## src/rtl/voq_sched.sv

```systemverilog
// voq_sched: single-iteration iSLIP crossbar scheduler for a 4x4 fixed-length
// cell switch. Each time slot samples the VOQ empty flags once, computes a
// conflict-free ingress/egress match, and issues a one-cycle dequeue strobe to
// every matched ingress. The crossbar select is held until the next issue.
//
// Ports:
//   clk           system clock
//   reset         synchronous, active-high reset
//   experimenting scheduling enable, sampled in IDLE and on the last WAIT cycle
//   is_empty      VOQ empty flags, bit 4*i+j = ingress i, egress j queue empty
//   sched_en      per-ingress one-cycle dequeue strobe
//   sched_sel     per-ingress egress VOQ to dequeue, bits [2i+1:2i]
//   xbar_valid    per-egress "has a matched source this slot"
//   xbar_sel      per-egress driving ingress, bits [2j+1:2j]
//   slot_cnt      count of completed slots with at least one match (wraps)
//   busy          high whenever the scheduler is not in IDLE
module voq_sched #(
    parameter int unsigned PORT_CNT    = 4,
    parameter int unsigned SLOT_CYCLES = 8
) (
    input  logic                           clk,
    input  logic                           reset,
    input  logic                           experimenting,
    input  logic [PORT_CNT*PORT_CNT-1:0]   is_empty,
    output logic [PORT_CNT-1:0]            sched_en,
    output logic [2*PORT_CNT-1:0]          sched_sel,
    output logic [PORT_CNT-1:0]            xbar_valid,
    output logic [2*PORT_CNT-1:0]          xbar_sel,
    output logic [31:0]                    slot_cnt,
    output logic                           busy
);

    // REQ + MATCH + ISSUE take three cycles; WAIT fills the rest of the slot.
    // The counter loads N-4 and WAIT ends when it reads zero, giving N-3 cycles.
    localparam logic [7:0] WAIT_LOAD = 8'(SLOT_CYCLES - 4);

    typedef enum logic [2:0] {
        S_IDLE,
        S_REQ,
        S_MATCH,
        S_ISSUE,
        S_WAIT
    } state_e;

    state_e state_q, state_d;

    logic [PORT_CNT*PORT_CNT-1:0] req_q, req_d;
    logic [1:0]                   gptr_q [PORT_CNT];
    logic [1:0]                   gptr_d [PORT_CNT];
    logic [1:0]                   aptr_q [PORT_CNT];
    logic [1:0]                   aptr_d [PORT_CNT];
    logic [PORT_CNT-1:0]          sched_en_q, sched_en_d;
    logic [2*PORT_CNT-1:0]        sched_sel_q, sched_sel_d;
    logic [PORT_CNT-1:0]          xbar_valid_q, xbar_valid_d;
    logic [2*PORT_CNT-1:0]        xbar_sel_q, xbar_sel_d;
    logic [31:0]                  slot_cnt_q, slot_cnt_d;
    logic [7:0]                   wait_cnt_q, wait_cnt_d;

    logic                         gnt_vld [PORT_CNT];
    logic [1:0]                   gnt_src [PORT_CNT];
    logic                         acc_vld [PORT_CNT];
    logic [1:0]                   acc_dst [PORT_CNT];

    // Grant: each egress j scans ingresses starting at its grant pointer.
    always_comb begin : grant_stage
        logic [1:0] idx;
        idx = '0;
        for (int unsigned j = 0; j < PORT_CNT; j++) begin
            gnt_vld[j] = 1'b0;
            gnt_src[j] = '0;
            for (int unsigned k = 0; k < PORT_CNT; k++) begin
                idx = gptr_q[j] + 2'(k);
                if (!gnt_vld[j] && req_q[{idx, 2'(j)}]) begin
                    gnt_vld[j] = 1'b1;
                    gnt_src[j] = idx;
                end
            end
        end
    end

    // Accept: each ingress i scans granting egresses from its accept pointer.
    always_comb begin : accept_stage
        logic [1:0] jdx;
        jdx = '0;
        for (int unsigned i = 0; i < PORT_CNT; i++) begin
            acc_vld[i] = 1'b0;
            acc_dst[i] = '0;
            for (int unsigned k = 0; k < PORT_CNT; k++) begin
                jdx = aptr_q[i] + 2'(k);
                if (!acc_vld[i] && gnt_vld[jdx] && (gnt_src[jdx] == 2'(i))) begin
                    acc_vld[i] = 1'b1;
                    acc_dst[i] = jdx;
                end
            end
        end
    end

    // Next-state logic.
    always_comb begin : next_state
        state_d = state_q;
        unique case (state_q)
            S_IDLE:  if (experimenting) state_d = S_REQ;
            S_REQ:   state_d = S_MATCH;
            S_MATCH: state_d = S_ISSUE;
            S_ISSUE: state_d = S_WAIT;
            S_WAIT: begin
                if (wait_cnt_q == '0) state_d = experimenting ? S_REQ : S_IDLE;
            end
            default: state_d = S_IDLE;
        endcase
    end

    // Datapath. The match is registered straight into the output registers at
    // the MATCH->ISSUE edge, so the strobe is visible exactly in ISSUE and
    // cleared again on the following edge.
    always_comb begin : datapath
        req_d        = req_q;
        gptr_d       = gptr_q;
        aptr_d       = aptr_q;
        sched_en_d   = '0;
        sched_sel_d  = sched_sel_q;
        xbar_valid_d = xbar_valid_q;
        xbar_sel_d   = xbar_sel_q;
        slot_cnt_d   = slot_cnt_q;
        wait_cnt_d   = wait_cnt_q;
        unique case (state_q)
            S_IDLE: xbar_valid_d = '0;
            S_REQ:  req_d = ~is_empty;
            S_MATCH: begin
                xbar_valid_d = '0;
                xbar_sel_d   = '0;
                for (int unsigned i = 0; i < PORT_CNT; i++) begin
                    if (acc_vld[i]) begin
                        sched_en_d[i]                        = 1'b1;
                        sched_sel_d[2*i +: 2]                = acc_dst[i];
                        xbar_valid_d[acc_dst[i]]             = 1'b1;
                        xbar_sel_d[{acc_dst[i], 1'b0} +: 2]  = 2'(i);
                        gptr_d[acc_dst[i]]                   = 2'(i) + 2'd1;
                        aptr_d[i]                            = acc_dst[i] + 2'd1;
                    end
                end
                if (|sched_en_d) slot_cnt_d = slot_cnt_q + 32'd1;
            end
            S_ISSUE: wait_cnt_d = WAIT_LOAD;
            S_WAIT: begin
                if (wait_cnt_q != '0) begin
                    wait_cnt_d = wait_cnt_q - 8'd1;
                end else if (!experimenting) begin
                    xbar_valid_d = '0;
                end
            end
            default: ;
        endcase
    end

    always_ff @(posedge clk) begin : state_reg
        if (reset) state_q <= S_IDLE;
        else       state_q <= state_d;
    end

    always_ff @(posedge clk) begin : data_reg
        if (reset) begin
            req_q        <= '0;
            sched_en_q   <= '0;
            sched_sel_q  <= '0;
            xbar_valid_q <= '0;
            xbar_sel_q   <= '0;
            slot_cnt_q   <= '0;
            wait_cnt_q   <= '0;
            for (int unsigned p = 0; p < PORT_CNT; p++) begin
                gptr_q[p] <= '0;
                aptr_q[p] <= '0;
            end
        end else begin
            req_q        <= req_d;
            sched_en_q   <= sched_en_d;
            sched_sel_q  <= sched_sel_d;
            xbar_valid_q <= xbar_valid_d;
            xbar_sel_q   <= xbar_sel_d;
            slot_cnt_q   <= slot_cnt_d;
            wait_cnt_q   <= wait_cnt_d;
            gptr_q       <= gptr_d;
            aptr_q       <= aptr_d;
        end
    end

    // Outputs.
    always_comb begin : outputs
        sched_en   = sched_en_q;
        sched_sel  = sched_sel_q;
        xbar_valid = xbar_valid_q;
        xbar_sel   = xbar_sel_q;
        slot_cnt   = slot_cnt_q;
        busy       = (state_q != S_IDLE);
    end

endmodule

```

## config.mk

```make
export PLATFORM = sky130hd
export DESIGN_NAME = voq_sched
export DESIGN_NICKNAME = d
export VERILOG_FILES = /design/src/rtl/voq_sched.sv
export SDC_FILE = /design/constraint.sdc
export NUM_CORES = 1
export LEC_CHECK = 0
export ABC_AREA = 1
export CORE_UTILIZATION = 50
export CTS_CLUSTER_SIZE = 25
export DETAILED_ROUTE_END_ITERATION = 16
export PLACE_DENSITY = 0.72
export SETUP_SLACK_MARGIN = 0.5
export SLEW_MARGIN = 30
export SYNTH_ARGS = -nofsm -noshare
export SYNTH_HDL_FRONTEND = slang
export SYNTH_SLANG_ARGS = --single-unit
```

## constraint.sdc

```tcl
create_clock -name clk -period 3.4 [get_ports clk]
set_clock_uncertainty 0.1 [all_clocks]
set_input_delay 0.68 -clock clk [delete_from_list [all_inputs] [get_ports clk]]
set_output_delay 0.68 -clock clk [all_outputs]
set_load 0.03 [all_outputs]
```

* After elaboration in Yosys (flattened, before gate mapping)
Index checks and enable logic that the tools add are counted.
** Storage, ports and cells
- Flip-flop bits (word level) :: 99
- Input bits :: 19
- Output and inout port bits :: 57
- Logic and storage cells :: 506
** Operators by class
- Add/subtract/negate cells :: 34
- Order comparisons :: 48
- Eq/ne operators :: 21
- Shift operators :: 8
- Mux-type cells :: 249
- Bitwise operators :: 35
- Reduce and logical (&&, ||, !) cells :: 92
** Operators with widths (count)
- two-way mux 2 bit :: 68
- two-way mux 8 bit :: 15
- two-way mux 1 bit :: 93
- < comparator 4 x 5 -> 1 bit, second input constant :: 16
- binary-select mux 1 bit (select 2 bit) :: 32
- binary-select mux 2 bit (select 2 bit) :: 16
- >= comparator 3 bit, second input constant :: 20
- NOT 2 -> 3 bit :: 20
- logical AND 1 bit :: 48
- two-way mux 4 bit :: 9
- adder 2 bit, second input constant :: 16
- adder 32 x 1 -> 32 bit, second input constant :: 1
- variable shift 2 x 5 -> 8 bit, first input constant :: 4
- indexed part select 2 x 5 -> 8 bit, first input constant :: 4
- adder 2 x 1 -> 2 bit, second input constant :: 12
- bitwise mux 8 bit :: 3
- zero test 1 bit :: 24
- negation 3 -> 5 bit :: 4
- OR 4 bit :: 5
- AND 8 bit :: 2
- demux 2 bit (select 2 bit) :: 4
- == test 2 bit, second input constant :: 8
- NOT 16 bit :: 1
- case mux 8 bit (2 select lines) :: 1
- 28 further kinds :: 61

* Longest topological paths before layout
- Depth in word-level cells :: 47
- Gate-level depth with buffers :: 26
- Gate-level depth less buffers :: 26

* Least setup slack after synthesis
OpenSTA, ideal clock, no wires.
- Path type :: register to register
- Start :: register gptr_q[6] in the netlist's numbering
- End :: register gptr_q[3] in the netlist's numbering
- Setup time :: 138 ps
- Arrival :: 2769 ps
- Data required time :: 3162 ps
- Setup slack :: 393 ps
- Cell stages (with the launch flop) :: 25
- Period minus slack after synthesis :: 3007 ps
- Cells stage by stage :: dfxtp_1 -> nand2_1 -> nand2_4 -> inv_2 -> nand2_2 -> nand2_2 -> nor2_4 -> nand3_2 -> nand2_2 -> nand2_4 -> nand2_1 -> nand2_1 -> nand2_1 -> nand2_1 -> nor2_2 -> inv_1 -> a31oi_1 -> nand2_1 -> nor2_1 -> inv_1 -> ha_1 -> nand2_1 -> nand2_1 -> o21ai_0 -> a21oi_1
** RTL lines
- from (decl) :: line 48 : logic [1:0] gptr_q [PORT_CNT];
- from (signal assigned) :: line 182 : gptr_q <= gptr_d;

==> impl_results.rst <==
.. list-table::
   :header-rows: 1

   * - Metric
     - Value
   * - Maximum number of pins on one net before global-route repair
     - 55
   * - Fraction of the core area covered by cells at the end of the flow
     - 75.3%
   * - Critical Path End Type
     - flop
   * - Vias in the first global route
     - 7904
   * - Minimum hold slack
     - 0.376 ns
   * - Cts hold-fix bufs
     - 0
   * - Data required time of the worst path
     - 3.59 ns
   * - Post-synthesis async set-or-reset flop share
     - 0%
   * - Starting utilization of the core area
     - 52.0%
   * - Setup repair after global routing missed its margin
     - true
   * - Number of distinct standard cells referenced by the synthesized netlist
     - 38
   * - Detailed-routing iteration count for the pre-antenna-repair pass
     - 5
   * - Die height
     - 123 um
   * - Most used cell, CP
     - sky130_fd_sc_hd__nand2_2
   * - Result of the run
     - completed
   * - RePlAce Congestion
     - 0.936
   * - First-pass GRT wire length
     - 36.3 mm
   * - Transition at the pin with the smallest max-transition slack
     - 0.875 ns
   * - Synth Net Count
     - 1192
   * - Die Wd
     - 123 um
   * - Family with the most delay on the worst path
     - simple AND/OR/NAND/NOR gates
   * - Synthesized instance count
     - 1145
   * - Worst hold stages
     - 2
   * - Hold Crit Start
     - req_q[1]
   * - Fin nets
     - 1348
   * - I/O pin count
     - 76
   * - R2r worst-path depth
     - 24
   * - Count of endpoints failing hold in the final timing report
     - 0
   * - R2R Setup Slk
     - 0.15 ns
   * - Leading cell types in the layout, fill and taps excluded
     - sky130_fd_sc_hd__nand2_1 (255), sky130_fd_sc_hd__nand2_2 (105), sky130_fd_sc_hd__inv_1 (94)
   * - Highest net fanout along the worst path
     - 6
   * - Layout cell share with drive strength beyond 1
     - 35.8%
   * - Max Transition Viols Final
     - 0
   * - Sequential area share after synthesis
     - 27.1%
   * - Remaining design rule violation count
     - 0
   * - Post-Syn Area
     - 0.00732 mm^2
   * - Total of max-cap violations
     - 0
   * - Critical path data arrival time
     - 3.44 ns
   * - Root buffer cell
     - sky130_fd_sc_hd__clkbuf_16
   * - Reg clk slew, reported paths
     - 0.07 ns
   * - Count of input and output buffers
     - 75
   * - Post-layout minimum cycle time
     - 3.25 ns
   * - Final setup TNS
     - 0 ns
   * - Die area
     - 0.0151 mm^2
   * - Crit Reg-Reg Startpoint
     - gptr_q[6]
   * - Leftover overflow at the end of global routing
     - 0
   * - Number of antenna repair diodes
     - 0
   * - Detail Placement HPWL
     - 14.1 mm
   * - Later-pin clock latency in the skew report
     - 0.37 ns
   * - Final cycle utilization of the critical path
     - 95.6%
   * - Average cell area after synthesis
     - 6.40 um^2
   * - Number of clock sinks
     - 99
   * - Achievable Freq
     - 0.308 GHz
   * - Final WL
     - 24.6 mm
   * - Count of H-tree levels built during CTS
     - 3
   * - Startpoint type of the worst setup path
     - flop
   * - Buffers & Inverters on Critical Path
     - 3
   * - Primary FF master, synth
     - sky130_fd_sc_hd__dfxtp_1
   * - Worst Path Class, Setup
     - reg -> reg
   * - Synth Warn #
     - 0
   * - Crit path from
     - gptr_q[6]
   * - Standard cell core area
     - 0.0141 mm^2
   * - Slowest stage cell on the critical path
     - sky130_fd_sc_hd__dfxtp_4
   * - Min-delay worst type
     - reg -> reg
   * - Area growth, synth to finish
     - 45.0%
   * - Worst reg2reg endpoint
     - gptr_q[0]
   * - Commonest non-fill, non-tap cell in the layout
     - sky130_fd_sc_hd__nand2_1
   * - Number of synthesized register bits
     - 99
   * - Antenna Violating Nets Remaining
     - 0
   * - Number of antenna violations at the first check in global routing
     - 0
   * - Detailed-route wire length per cell
     - 16.5 um
   * - TritonCTS clock tree
     - done
   * - Hold Path Sink
     - req_q[1]
   * - FP Rows
     - 43
   * - Number of buffers added by the clock tree synthesis step
     - 9
   * - Starting DRC count in detailed routing
     - 568
   * - Vias after detailed routing
     - 8393
   * - Number of enable-type register cells in the synthesized netlist
     - 0
   * - Vias per std cell
     - 5.65
   * - Relative max-transition margin
     - 41.7%
   * - Setup Viol. Count Final
     - 0
   * - Crit-path max cell delay
     - 0.38 ns
   * - Combined global-route utilization of all metal layers
     - 30.1%
   * - CTS max path bufs
     - 2
   * - Critical-path cell list
     - buf_8, nand2_4, o21ai_4, nand2_2, nand2_4, nor2_4, nand3_2, nand2_2, nand2_4, nand2_2, nand2_2, nand3_2, nand2_4, nor2_4, nand2_1, o21ai_2, nand2_2, inv_2, ha_1, nand2_1, buf_4, nand2_1, nand2_2, a21oi_1
==> registers in the layout, indices dropped and copies added (netlist names) <==
| name | cells |
|---|---|
| slot_cnt | 32 |
| req_q | 16 |
| sched_en | 4 |
| gptr_q | 8 |
| xbar_sel | 8 |
| aptr_q | 8 |
| sched_sel | 8 |
| state_q | 3 |
| xbar_valid | 4 |
| wait_cnt_q | 8 |
==> Yosys cell counts (3+ instances only) <==
| master | count | share of area [%] |
|---|---|---|
| sky130_fd_sc_hd__ha_1 | 28 | 4.8 |
| sky130_fd_sc_hd__nor2_2 | 6 | 0.51 |
| sky130_fd_sc_hd__nor4_1 | 8 | 0.68 |
| sky130_fd_sc_hd__o21ai_0 | 61 | 4.2 |
| sky130_fd_sc_hd__nand3_4 | 3 | 0.72 |
| sky130_fd_sc_hd__inv_1 | 112 | 5.7 |
| sky130_fd_sc_hd__nand2_2 | 48 | 4.1 |
| sky130_fd_sc_hd__nand3_2 | 7 | 0.96 |
| sky130_fd_sc_hd__xnor2_1 | 7 | 0.84 |
| sky130_fd_sc_hd__nor3_1 | 24 | 1.6 |
| sky130_fd_sc_hd__nand2_4 | 4 | 0.62 |
| sky130_fd_sc_hd__a21oi_1 | 75 | 5.1 |
| sky130_fd_sc_hd__nand2_1 | 346 | 18 |
| sky130_fd_sc_hd__inv_2 | 8 | 0.41 |
| sky130_fd_sc_hd__dfxtp_1 | 99 | 27 |
| sky130_fd_sc_hd__buf_2 | 4 | 0.27 |
| sky130_fd_sc_hd__clkbuf_1 | 23 | 1.2 |
| sky130_fd_sc_hd__buf_4 | 4 | 0.41 |
| sky130_fd_sc_hd__o21ai_1 | 11 | 0.75 |
| sky130_fd_sc_hd__buf_12 | 3 | 0.82 |
| sky130_fd_sc_hd__nand3b_1 | 5 | 0.51 |
| sky130_fd_sc_hd__nand3_1 | 84 | 5.7 |
| sky130_fd_sc_hd__xor2_1 | 28 | 3.3 |
| sky130_fd_sc_hd__a21oi_2 | 31 | 3.7 |
| sky130_fd_sc_hd__nor2_4 | 7 | 1.1 |
| sky130_fd_sc_hd__nor2_1 | 74 | 3.8 |
| sky130_fd_sc_hd__nand4_1 | 17 | 1.5 |
==> area by class of cell <==
type	count	area (um^2)
inverters	122	480
flip-flops and latches	99	2010
multi-input cells	891	5870
clock buffers	9	225
fillers	1032	3480
clock inverters	7	123
well taps	180	225
repair buffers	178	1690
==> worst reg2reg max path: cells and delay by family (launching register included) <==
family / cells / cell delay (ns)
compound gates: 3 / 0.36
fa+ha+maj: 1 / 0.15
buf+inv: 3 / 0.43
flops: 1 / 0.38
simple gates: 17 / 1.78
==> metrics by stage <==
step                      setup slack [ns]  instance area (um^2)  instances
final                                0.149                 10600       1486
after global routing                0.0120                 10600       1486
after CTS                            0.410                  9800       1467
after detailed placement           0.00885                  8350       1396
after global placement             -0.0195                  8350       1396
after floorplan                      0.531                  7330       1145
==> repair_timing <==
| item | 4_1_cts | 5_1_grt |
|---|---|---|
| pin swaps | 98 | 101 |
| gates resized for setup | 213 | 150 |
| gates cloned | 6 | 2 |
| hold endpoints to repair | 0 | 0 |
| buffers inserted | 49 | 17 |
| setup endpoints to repair | 60 | 70 |
==> cell families (layout without fill, tap and decap cells) <==
group | after synthesis | count (layout) | synth area share (%)
and+or+nand+nor | 637 | 641 | 40.1
AOI/OAI and AO/OA | 187 | 187 | 14.7
buffers and inverters | 159 | 316 | 9.19
DFF | 99 | 99 | 27.1
xor gates and xnor gates | 35 | 35 | 4.19
adders and majority gates | 28 | 28 | 4.78
==> how the worst max path moves through the flow <==
stage	end	slack (ns)	cells after the start
finish	gptr_q[0]	0.15	24
global route	xbar_valid[3]	0.01	23
CTS	gptr_q[3]	0.41	24
detailed placement	gptr_q[0]	0.009	26
global placement	gptr_q[0]	-0.02	26
floorplan	xbar_valid[0]	0.53	26
==> per-layer routing <==
metal  vias up  part of all wire [%]  global-route usage, %
met5         -                     0                      0
met4         0                   4.2                   14.2
met3        98                   6.7                   5.26
met2       351                    50                   53.7
met1      3915                    39                   34.9
li1       4029                     -                      -
Power is left out: the tool's default activity adds up to more than one toggle a clock period on the data nets, which glitch-free logic cannot reach.
